**src/rtl/iterative_multiplier_if.sv**
```systemverilog
// Operand/result handshake bundle for the iterative multiplier.
// Carries valid/ready on the operand side and on the result side.
// master = producer/consumer of the block, slave = the multiplier itself.
interface iterative_multiplier_if #(
  parameter int WIDTH = 32
);
  logic               in_valid;
  logic               in_ready;
  logic [WIDTH-1:0]   a;
  logic [WIDTH-1:0]   b;
  logic               is_signed;
  logic               out_valid;
  logic               out_ready;
  logic [2*WIDTH-1:0] result;

  modport master (
    output in_valid, a, b, is_signed, out_ready,
    input  in_ready, out_valid, result
  );

  modport slave (
    input  in_valid, a, b, is_signed, out_ready,
    output in_ready, out_valid, result
  );
endinterface

```
**src/rtl/iterative_multiplier.sv**
```systemverilog
// Shift-add WIDTHxWIDTH -> 2*WIDTH multiplier, signed or unsigned, one adder.
// Latency: out_valid rises WIDTH+1 edges after the accept edge, data-independent.
// Backpressure: result/out_valid held while out_ready=0; in_ready only in IDLE.
module iterative_multiplier #(
  parameter int WIDTH = 32
) (
  input  logic                  clk,
  input  logic                  rst_n,
  iterative_multiplier_if.slave bus
);

  localparam int CW = $clog2(WIDTH + 1);

  typedef enum logic [1:0] {
    IDLE = 2'd0,
    CALC = 2'd1,
    DONE = 2'd2
  } state_t;

  state_t             state;
  state_t             state_nxt;

  logic [WIDTH-1:0]   mcand;
  logic [WIDTH-1:0]   mplier;
  logic [2*WIDTH:0]   acc;
  logic [CW-1:0]      cnt;
  logic               neg;
  logic [2*WIDTH-1:0] result_q;

  logic [WIDTH-1:0]   a_mag;
  logic [WIDTH-1:0]   b_mag;
  logic [WIDTH:0]     add_hi;
  logic [2*WIDTH:0]   acc_shift;
  logic [2*WIDTH-1:0] prod;
  logic               last;

  // State register; reset aborts any operation in flight.
  always_ff @(posedge clk or negedge rst_n) begin
    if (!rst_n) begin
      state <= IDLE;
    end else begin
      state <= state_nxt;
    end
  end

  // Next state and handshake outputs, decoded from state only.
  always_comb begin
    state_nxt     = state;
    bus.in_ready  = 1'b0;
    bus.out_valid = 1'b0;
    case (state)
      IDLE: begin
        bus.in_ready = 1'b1;
        if (bus.in_valid) begin
          state_nxt = CALC;
        end
      end
      CALC: begin
        if (last) begin
          state_nxt = DONE;
        end
      end
      DONE: begin
        bus.out_valid = 1'b1;
        if (bus.out_ready) begin
          state_nxt = IDLE;
        end
      end
      default: state_nxt = IDLE;
    endcase
  end

  // Operand magnitudes and one shift-add step; the upper half carries one
  // extra bit so the add never overflows before the shift.
  always_comb begin
    a_mag     = (bus.is_signed && bus.a[WIDTH-1]) ? (~bus.a + WIDTH'(1)) : bus.a;
    b_mag     = (bus.is_signed && bus.b[WIDTH-1]) ? (~bus.b + WIDTH'(1)) : bus.b;
    add_hi    = acc[2*WIDTH:WIDTH] + (mplier[0] ? {1'b0, mcand} : '0);
    acc_shift = {add_hi, acc[WIDTH-1:0]} >> 1;
    prod      = acc[2*WIDTH-1:0];
    last      = (cnt == CW'(WIDTH));
  end

  // Datapath: capture on accept, iterate WIDTH times, then apply the sign
  // in a final CALC cycle so the adder is never shared with the negation.
  always_ff @(posedge clk or negedge rst_n) begin
    if (!rst_n) begin
      mcand    <= '0;
      mplier   <= '0;
      acc      <= '0;
      cnt      <= '0;
      neg      <= 1'b0;
      result_q <= '0;
    end else begin
      case (state)
        IDLE: begin
          if (bus.in_valid) begin
            mcand  <= a_mag;
            mplier <= b_mag;
            neg    <= bus.is_signed & (bus.a[WIDTH-1] ^ bus.b[WIDTH-1]);
            acc    <= '0;
            cnt    <= '0;
          end
        end
        CALC: begin
          if (last) begin
            result_q <= neg ? (~prod + (2*WIDTH)'(1)) : prod;
          end else begin
            acc    <= acc_shift;
            mplier <= mplier >> 1;
            cnt    <= cnt + CW'(1);
          end
        end
        default: ;
      endcase
    end
  end

  assign bus.result = result_q;

endmodule
```
**src/flat_wrapper.sv**
```systemverilog
// flat-port wrapper written by rule: the top's interface ports become plain ports
module iterative_multiplier_flat 
#(
  parameter int WIDTH = 32
)
  (clk, rst_n, bus_in_valid, bus_a, bus_b, bus_is_signed, bus_out_ready, bus_in_ready, bus_out_valid, bus_result);
  iterative_multiplier_if #(.WIDTH(WIDTH)) bus_i ();
  input  logic clk;
  input  logic rst_n;
  input wire logic [$bits(bus_i.in_valid)-1:0] bus_in_valid;
  input wire logic [$bits(bus_i.a)-1:0] bus_a;
  input wire logic [$bits(bus_i.b)-1:0] bus_b;
  input wire logic [$bits(bus_i.is_signed)-1:0] bus_is_signed;
  input wire logic [$bits(bus_i.out_ready)-1:0] bus_out_ready;
  output wire logic [$bits(bus_i.in_ready)-1:0] bus_in_ready;
  output wire logic [$bits(bus_i.out_valid)-1:0] bus_out_valid;
  output wire logic [$bits(bus_i.result)-1:0] bus_result;
  assign bus_i.in_valid = bus_in_valid;
  assign bus_i.a = bus_a;
  assign bus_i.b = bus_b;
  assign bus_i.is_signed = bus_is_signed;
  assign bus_i.out_ready = bus_out_ready;
  assign bus_in_ready = bus_i.in_ready;
  assign bus_out_valid = bus_i.out_valid;
  assign bus_result = bus_i.result;
  iterative_multiplier #(.WIDTH(WIDTH)) u_core (.clk(clk), .rst_n(rst_n), .bus(bus_i));
endmodule
```
**config.mk**
```make
export PLATFORM = sky130hd
export DESIGN_NAME = iterative_multiplier_flat
export DESIGN_NICKNAME = d
export VERILOG_FILES = /design/src/rtl/iterative_multiplier_if.sv /design/src/rtl/iterative_multiplier.sv /design/src/flat_wrapper.sv
export SDC_FILE = /design/constraint.sdc
export NUM_CORES = 1
export LEC_CHECK = 0
export ABC_AREA = 1
export CAP_MARGIN = 20
export CORE_UTILIZATION = 35
export DETAILED_ROUTE_END_ITERATION = 10
export SLEW_MARGIN = 0
export SYNTH_ARGS = -nofsm -noshare
export SYNTH_HDL_FRONTEND = slang
export SYNTH_SLANG_ARGS = --single-unit
```
**constraint.sdc**
```tcl
create_clock -name clk -period 7.1 [get_ports clk]
set_input_delay 1.42 -clock clk [delete_from_list [all_inputs] [get_ports clk]]
set_output_delay 1.42 -clock clk [all_outputs]
set_load 0.01 [all_outputs]
```
# ---- Word level (Yosys, flattened, before mapping)
# Index checks and enable logic that the tools add are counted.
dict set report totals {
  elab_cells 51
  out_inout_bits 66
  romBits 0
  latchBits 0
  ff_bits 202
  memories 0
  inputBits 69
  ramBits 0
}
dict set report op_classes {
  order_cmp 0
  n_div 0
  n_reduce_logical 8
  muxes 19
  bitwise 5
  n_mul 0
  shift 0
  eq_ne 7
  add_sub_neg 5
}
# op n
set ops {}
lappend ops {{$mux W32} 5}
lappend ops {{$mux W65} 2}
lappend ops {{$pmux W65 S2} 1}
lappend ops {{$add A32 B1 Y32 const B} 2}
lappend ops {{$add A64 B1 Y64 const B} 1}
lappend ops {{$mux W64} 1}
lappend ops {{$not A32 Y32} 2}
lappend ops {{$not A64 Y64} 1}
lappend ops {{$pmux W32 S2} 1}
lappend ops {{$add A33 B33 Y33} 1}
lappend ops {{$mux W6} 2}
lappend ops {{$pmux W6 S2} 1}
lappend ops {{$add A6 B1 Y6 const B} 1}
lappend ops {{$eq A6 B6 Y1 const B} 1}
lappend ops {{$mux W2} 3}
lappend ops {{$ne A2 B2 Y1 const B} 3}
lappend ops {{$pmux W2 S3} 1}
lappend ops {{$reduce_and A3 Y1} 2}
lappend ops {{$reduce_and A2 Y1} 2}
lappend ops {{$eq A2 B1 Y1 const B} 1}
lappend ops {{$eq A2 B2 Y1 const B} 1}
lappend ops {{$logic_and A1 B1 Y1} 2}
lappend ops {{$logic_not A2 Y1} 1}
lappend ops {{$mux W1} 2}
lappend ops {{4 further kinds} 4}

# ---- Depth between registers and ports, before layout
# Gate-level depths: netlist of the first run.
dict set report depth {
  ltp_word 5
  depth_mapped 18
  ltp_nobuf 16
}

# ---- Worst setup path after synthesis of the first run
# OpenSTA, ideal clock, no wires.
dict set report synth_path {
  path_kind {in2reg}
  startpoint {in bus_a[0]}
  endpoint {reg u_core.mcand[24]}
  setup_ps 118
  stages 10
  arrival_time_ps 2552
  path_buffers 1
  slack_ps 4430
  t_required_ps 6982
  cell_sequence {inv_1 ha_1 nand3_2 nor2_1 nand2_1 o21ai_2 buf_4 nand4_1 nand3_1 nand2_1}
}
dict set report synth_via {
  elab_chain_len 3
}
# element line_no
set synth_rtl {}
lappend synth_rtl {{start, declared} flat_wrapper.sv:11} ;# input wire logic [$bits(bus_i.a)-1:0] bus_a;
lappend synth_rtl {{$not A32 Y32} iterative_multiplier.sv:76} ;# a_mag = (bus.is_signed && bus.a[WIDTH-1]) ? (~bus.a + WIDTH'(1)) : bus.a;
lappend synth_rtl {{$add A32 B1 Y32} iterative_multiplier.sv:76}
lappend synth_rtl {{$mux W32} iterative_multiplier.sv:76}
lappend synth_rtl {{end signal, assigned} iterative_multiplier.sv:98} ;# mcand <= a_mag;
lappend synth_rtl {{end, declared} iterative_multiplier.sv:23} ;# logic [WIDTH-1:0] mcand;
# Every way passes these cells.
# A chain may end at the register's enable or synchronous reset.

# ---- Worst setup path after layout of the first run
dict set report layout_path {
  startpoint {in bus_b[31]}
  endpoint {reg u_core.mplier[28]}
}
dict set report layout_via {
  elab_chain_len 4
}
# element line_no
set layout_rtl {}
lappend layout_rtl {{start, declared} flat_wrapper.sv:12} ;# input wire logic [$bits(bus_i.b)-1:0] bus_b;
lappend layout_rtl {{$logic_and A1 B1 Y1} iterative_multiplier.sv:77} ;# b_mag = (bus.is_signed && bus.b[WIDTH-1]) ? (~bus.b + WIDTH'(1)) : bus.b;
lappend layout_rtl {{$mux W32} iterative_multiplier.sv:77}
lappend layout_rtl {{$mux W32} iterative_multiplier.sv:97} ;# if (bus.in_valid) begin
lappend layout_rtl {{$pmux W32 S2} iterative_multiplier.sv:95} ;# case (state)
lappend layout_rtl {{end signal, assigned} iterative_multiplier.sv:99} ;# mplier <= b_mag;
lappend layout_rtl {{end signal, assigned} iterative_multiplier.sv:110} ;# mplier <= mplier >> 1;
lappend layout_rtl {{end, declared} iterative_multiplier.sv:24} ;# logic [WIDTH-1:0] mplier;
# Every way passes these cells. The select of a mux whose other input is x is not followed.

==> results of run 1 <==
through the flow:
step | cells | power, mW | cell area, µm² | hold WS, ns | utilization [%]
after floorplan | 2302 | 5.29 | 14600 | 0.449 | -
after global placement | 2908 | 6.75 | 16400 | 0.464 | 39.9
after detailed placement | 2910 | 6.84 | 16400 | 0.466 | 40.0
after CTS | 2953 | 8.25 | 17300 | 0.481 | 42.2
after global routing | 2953 | 9.00 | 17300 | 0.498 | 42.2
final | 2953 | 8.26 | 17300 | 0.475 | 42.2
report_power, final:
part           leakage, nW  switching [mW]  total, mW  internal (mW)
registers             2.60           0.499       2.10           1.60
clock network        0.446           0.506       1.38          0.877
logic                 5.86            3.18       4.77           1.59
total                 8.91            4.18       8.26           4.07
layout make-up:
type / instances / area [µm²]
clock buffers: 33 / 704
clock inverters: 10 / 204
fillers: 4393 / 23700
inverters: 278 / 1040
multi-input cells: 1754 / 8210
flip-flops and latches: 201 / 5030
well taps: 532 / 666
repair buffers: 145 / 1460
registers in the layout, summed over array words and instances (netlist names):
signal and cells:
u_core.bus.result 64, u_core.neg 1, u_core.acc 64, u_core.cnt 6
u_core.state 2, u_core.mcand 32, u_core.mplier 32
how the worst max path moves through the flow:
stage               from                 to  cells after the start
2_1_floorplan   bus_a[0]   u_core.mcand[24]                     10
3_3_place_gp   bus_b[31]  u_core.mplier[28]                     10
3_5_place_dp   bus_b[31]  u_core.mplier[28]                     10
4_1_cts        bus_b[31]  u_core.mplier[28]                     10
5_1_grt        bus_b[31]  u_core.mplier[28]                     10
6_report       bus_b[31]  u_core.mplier[28]                     10
logic make-up after synthesis:
group,Yosys count,synth area share (%)
compound gates,243,9.63
flops,201,34.5
xor+xnor,45,2.70
buf+inv,347,9.35
fa+ha+maj,38,3.31
simple gates,1428,40.5
worst max-delay path, delay by kind of cell:
kind	cells	cell delay (ns)
AOI/OAI and AO/OA	1	0.28
and+or+nand+nor	7	0.87
buffers and inverters	2	1.33
layout by cell type, fill, tap and decap left out, drive strengths merged, types with 37 or more instances in the layout:
cell type,n
inv,277
clkdlybuf4s50,133
dfrtp,201
ha,37
xor2,38
o21ai,128
nor2,276
nand3,204
a21oi,48
nand2,875
cell usage after synthesis (27+ instances only):
library cell | instances | area share, %
xor2_1 | 38 | 2.3
buf_2 | 32 | 1.1
nand2_1 | 868 | 22
a21oi_1 | 47 | 1.6
nor2_1 | 259 | 6.7
ha_1 | 37 | 3.2
o21ai_0 | 108 | 3.7
nand3_1 | 200 | 6.9
nand4_1 | 33 | 1.4
dfrtp_1 | 201 | 34
clkbuf_1 | 27 | 0.69
inv_1 | 272 | 7.0
per-layer routing:
layer | routed length (µm) | share of wire [%]
met1 | 22200 | 48
met5 | 0 | 0
met4 | 1070 | 2.3
met3 | 2480 | 5.4
met2 | 20100 | 44
==> metrics.md, run 1 <==
| Metric | Value |
|---|---|
| Status | `finished with violations` |
| Failing checks | `DRC` |
| GR Util met1 | `31.8%` |
| Drt first pass iters | `8` |
| Max-slew violations | `0` |
| Root buf cell | `clkbuf_16` |
| Initial antenna violation count | `0` |
| Worst path cell trace | `clkdlybuf4s50_1 -> nand2_1 -> inv_1 -> o21ai_1 -> nand3_1 -> nor2_2 -> nand2_1 -> nand2_1 -> nand3_1 -> nand2_1` |
| CTS max path bufs | `3` |
| Initial Utilization | `35.6%` |
| GP Congestion | `0.950` |
| CP most frequent cell | `nand2_1` |
| Dpl ws | `3.08 ns` |
| Hold Path Class | `register to register` |
| Hold path depth | `2` |
| Hold violation total from the final report | `0` |
| NumNets Final | `2511` |
| Number of enable flip-flop cells after synthesis | `0` |
| Ant diodes | `0` |
| Clock sinks | `201` |
| CTS resizes | `0` |
| Slew Limit Headroom | `30.3%` |
| Num CTS Buffers | `24` |
| Worst path arrival time | `3.91 ns` |
| Worst setup EP type | `register` |
| Finish-stage setup viols | `0` |
| PwrDens | `477 mW/mm²` |
| DRC | `26` |
| GR Overflow Total | `0` |
| Crit-path slowest cell | `inv_1` |
| Met2 GRT Util | `34.9%` |
| Worst-margin pin slew | `1.04 ns` |
| I/O pin cnt | `135` |
| Via count | `14822` |
| Yosys cell types | `49` |
| Final worst slack | `3.61 ns` |
| Reg2Reg Capture Point | `u_core.acc[47]` |
| Clock skew | `0.0151 ns` |
| Critical Setup Path Class | `primary input to register` |
| Worst skew pair latency | `0.55 ns` |
| Final ANT Viol Nets | `0` |
| CTS tree | `yes` |
| Mean post-synth cell area | `6.34 µm²` |
| Number of global-route vias before repair | `14205` |
| CP max stage delay | `0.82 ns` |
| RSZ-0062 raised after global routing | `false` |
| Lkg Pwr | `8.91 nW` |
| RR Startpoint | `u_core.mplier[0]` |
| Peak VDD IR | `0.244 mV` |
| Max Clock Freq | `287 MHz` |
| Met3 GRT Util | `1.86%` |
| Dominant register cell in the synthesized netlist | `dfrtp_1` |
| Flops & latches, synth | `201` |
| Async SR Flop Fraction | `100%` |
| Post-CTS Setup Repair Bufs | `0` |
| Max cap viols | `0` |
| HP Start | `u_core.bus.result[47]` |
| Setup TNS | `0 ns` |
| Startpoint types | `primary input` |
| Largest net degree at the start of global routing | `86` |
| H-Tree Depth | `1` |
| Avg Vias per Cell | `5.02` |
| Ys Warns | `0` |
| Die height | `206 µm` |
| Horiz. Die Dim | `206 µm` |
| Layout cells sized above 1 | `4.05%` |
| Die area | `0.0425 mm²` |
| Hold Path End | `u_core.bus.result[47]` |
| Core area | `0.0410 mm²` |
| Post-cts hold buffer count | `0` |
| Post-Synthesis Cells | `2302` |
| Total global-route track usage | `22.0%` |
| HPWL Detailed | `35100 µm` |
| First-pass GRT wire length | `74500 µm` |
| WL/cell | `15.5 µm` |
| Post-Syn Nets | `2409` |
| Seq/Total Area, Yosys | `34.5%` |
| Layout Area Growth over Synthesis | `18.7%` |
| CP max FO | `30` |
| CP required | `7.52 ns` |
| Flop-to-flop setup slack | `3.98 ns` |
| Port Buf Inserts | `134` |
| Worst Reg-to-Reg Cells | `15` |
| Routed WL | `45800 µm` |
| Standard-cell rows | `74` |
| Post-synthesis cell area | `0.0146 mm²` |
| Most Crowded Layer GR | `met2` |
| Iter 0 DRT Violations | `1163` |
| Clk slew on worst S/H paths | `0.06 ns` |
| Final worst path period need | `3.49 ns` |
| Tcrit/Tclk final | `49.2%` |
Note: power is estimated with default switching activity, not from simulation.
==> run 2, diff against run 1 <==
==> constraint.sdc (replaced) <==
create_clock -name clk -period 3.35 [get_ports clk]
set_input_delay 0.67 -clock clk [delete_from_list [all_inputs] [get_ports clk]]
set_output_delay 0.67 -clock clk [all_outputs]
set_load 0.01 [all_outputs]
==> run 2 against run 1 <==
Largest power group unchanged. Cell count increased by 0.34%. Total power increased by 110%. Critical path depth increased by 3. The flow still finishes with violations (DRC).
==> metrics.md, run 2 (synthesis results as in run 1) <==
| Metric | Value |
|---|---|
| Status | `finished with violations` |
| Failing checks | `DRC` |
| Horiz. Die Dim | `206 µm (unchanged)` |
| PwrDens | `998 mW/mm² (+110%)` |
| CP max FO | `32 (+6.7%)` |
| I/O pin cnt | `135 (unchanged)` |
| CTS max path bufs | `3 (unchanged)` |
| Initial antenna violation count | `0 (unchanged)` |
| Pint | `8.34 mW (+100%)` |
| Die height | `206 µm (unchanged)` |
| Clock sinks | `201 (unchanged)` |
| Post-cts hold buffer count | `0 (unchanged)` |
| Port Buf Inserts | `134 (unchanged)` |
| Slew Limit Headroom | `52.3% (+22 points)` |
| Clock power share | `15.4% (-1.4 points)` |
| Layout cells sized above 1 | `4.36% (+0.31 points)` |
| Startpoint types | `register` |
| Clk slew on worst S/H paths | `0.06 ns (about the same)` |
| Initial Utilization | `35.6% (unchanged)` |
| Worst skew pair latency | `0.54 ns (about the same)` |
| Finish-stage setup viols | `0 (unchanged)` |
| Net Sw Power | `8.92 mW (+110%)` |
| Lkg Pwr | `8.90 nW (about the same)` |
| Fin Hold WS | `0.151 ns (-0.324 ns)` |
| Comb power frac | `58.9% (+1.1 points)` |
| Post-CTS Setup Repair Bufs | `0 (unchanged)` |
| Clock skew | `0.0162 ns (+0.00105 ns)` |
| Ant diodes | `0 (unchanged)` |
| Drt first pass iters | `9 (+1)` |
| Root buf cell | `clkbuf_16` |
| Iter 0 DRT Violations | `1166 (+0.26%)` |
| WL/cell | `15.5 µm (-0.27%)` |
| Placed Instances | `2918 (+0.27%)` |
| Peak VDD IR | `0.449 mV (+84%)` |
| Die area | `0.0425 mm² (unchanged)` |
| Most frequent cells in the layout | `867 x nand2_1, 272 x inv_1, 258 x nor2_1` |
| HPWL Detailed | `35300 µm (+0.54%)` |
| Routed WL | `45900 µm (about the same)` |
| Critical Setup Path Class | `register to register` |
| Largest net degree at the start of global routing | `77 (-10%)` |
| Number of global-route vias before repair | `14413 (+1.5%)` |
| Worst setup EP type | `register` |
| RSZ-0062 raised after global routing | `false` |
| DRC | `26 (unchanged)` |
| GP Congestion | `0.949 (about the same)` |
| Standard-cell rows | `74 (unchanged)` |
| Seq pwr share | `25.7% (+0.2 points)` |
| Via count | `14855 (+0.22%)` |
| Tcrit/Tclk final | `74.2%` |
| Setup TNS | `0 ns (unchanged)` |
| CTS resizes | `0 (unchanged)` |
| Max cap viols | `0 (unchanged)` |
| Worst-margin pin slew | `0.715 ns (-0.330 ns)` |
| CTS tree | `yes` |
| Sequential Area | `0.00503 mm² (unchanged)` |
| Sw Share | `51.7% (+1.0 points)` |
| Max-slew violations | `0 (unchanged)` |
| Multi-input combinational cell area | `0.00821 mm² (unchanged)` |
| Hold Path Class | `primary input to async pin` |
| Core Util, Final | `42.2% (-0.055 points)` |
| CP required | `3.76 ns (-3.76 ns)` |
| Hold violation total from the final report | `0 (unchanged)` |
| Worst path arrival time | `2.90 ns (-1.01 ns)` |
| Total global-route track usage | `22.1% (+0.16 points)` |
| Layout Cells excl Fill | `2963 (+0.34%)` |
| Core area | `0.0410 mm² (unchanged)` |
| Final ANT Viol Nets | `0 (unchanged)` |
| H-Tree Depth | `1 (unchanged)` |
| Filler cell count | `4417 (+0.55%)` |
| Final worst path period need | `2.49 ns` |
| Avg Vias per Cell | `5.01 (-0.12%)` |
| First-pass GRT wire length | `75100 µm (+0.80%)` |
| GR Overflow Total | `0 (unchanged)` |
| Max Clock Freq | `402 MHz` |
| Layout Area Growth over Synthesis | `18.5%` |
| NumNets Final | `2520 (+0.36%)` |
| Most common cell after layout, fill and taps aside | `nand2_1` |
| Num CTS Buffers | `24 (unchanged)` |
## run 2: power by group through the flow
stage / Clock, mW / Sequential (mW) / Combinational (mW)
global placement: 0 / 4.43 / 9.94
floorplan: 0 / 4.13 / 7.07
global route: 2.82 / 4.56 / 11.5
CTS: 2.72 / 4.42 / 10.1
finish: 2.65 / 4.44 / 10.2
detailed placement: 0 / 4.46 / 10.1
## run 2: stage by stage
step	power (mW)	setup slack, ns	cell area, µm²
after floorplan	11.2	0.975	14600
after global placement	14.4	0.687	16500
after detailed placement	14.5	0.637	16500
after CTS	17.3	0.886	17300
after global routing	18.9	0.597	17300
final	17.3	0.863	17300
## run 2: layout make-up
| cell class | count | area share [%] |
|---|---|---|
| Clock buffer | 31 | 3.80 |
| Tap cell | 532 | 3.85 |
| Clock inverter | 13 | 0.832 |
| Timing Repair Buffer | 154 | 8.93 |
| Sequential cell | 201 | 29.1 |
| Multi-Input combinational cell | 1754 | 47.5 |
| Inverter | 278 | 6.03 |
## run 2: final timing paths
check	from	endpoint	slack, ns	cells after the start
hold reg to reg	u_core.bus.result[29]	u_core.bus.result[29]	0.48	2
min in group clk	u_core.bus.result[29]	u_core.bus.result[29]	0.48	2
setup reg to reg	u_core.mplier[0]	u_core.acc[47]	0.86	13
setup / recovery	u_core.mplier[0]	u_core.acc[47]	0.86	13
max in group asynchronous	rst_n	u_core.state[1]	2.35	2
hold / removal	rst_n	u_core.acc[18]	0.15	1
## run 2: critical path: stages (launching register included)
cell     delay, ns
dfrtp_1       0.34
buf_4         0.30
nand2_1       0.23
fa_1          0.43
inv_1         0.14
nand3_1       0.08
nand3_1       0.15
nand2_1       0.08
nand2_1       0.14
inv_1         0.06
o21ai_0       0.20
nand2_1       0.08
nand2_1       0.06
o21ai_1       0.06
## run 2: per-layer routing
| layer | routed length (µm) | share of wire [%] | GRT usage, % |
|---|---|---|---|
| met4 | 1310 | 2.9 | 6.67 |
| met5 | 0 | 0 | 0 |
| met2 | 19900 | 43 | 35.4 |
| met1 | 22400 | 49 | 31.5 |
| met3 | 2250 | 4.9 | 1.91 |
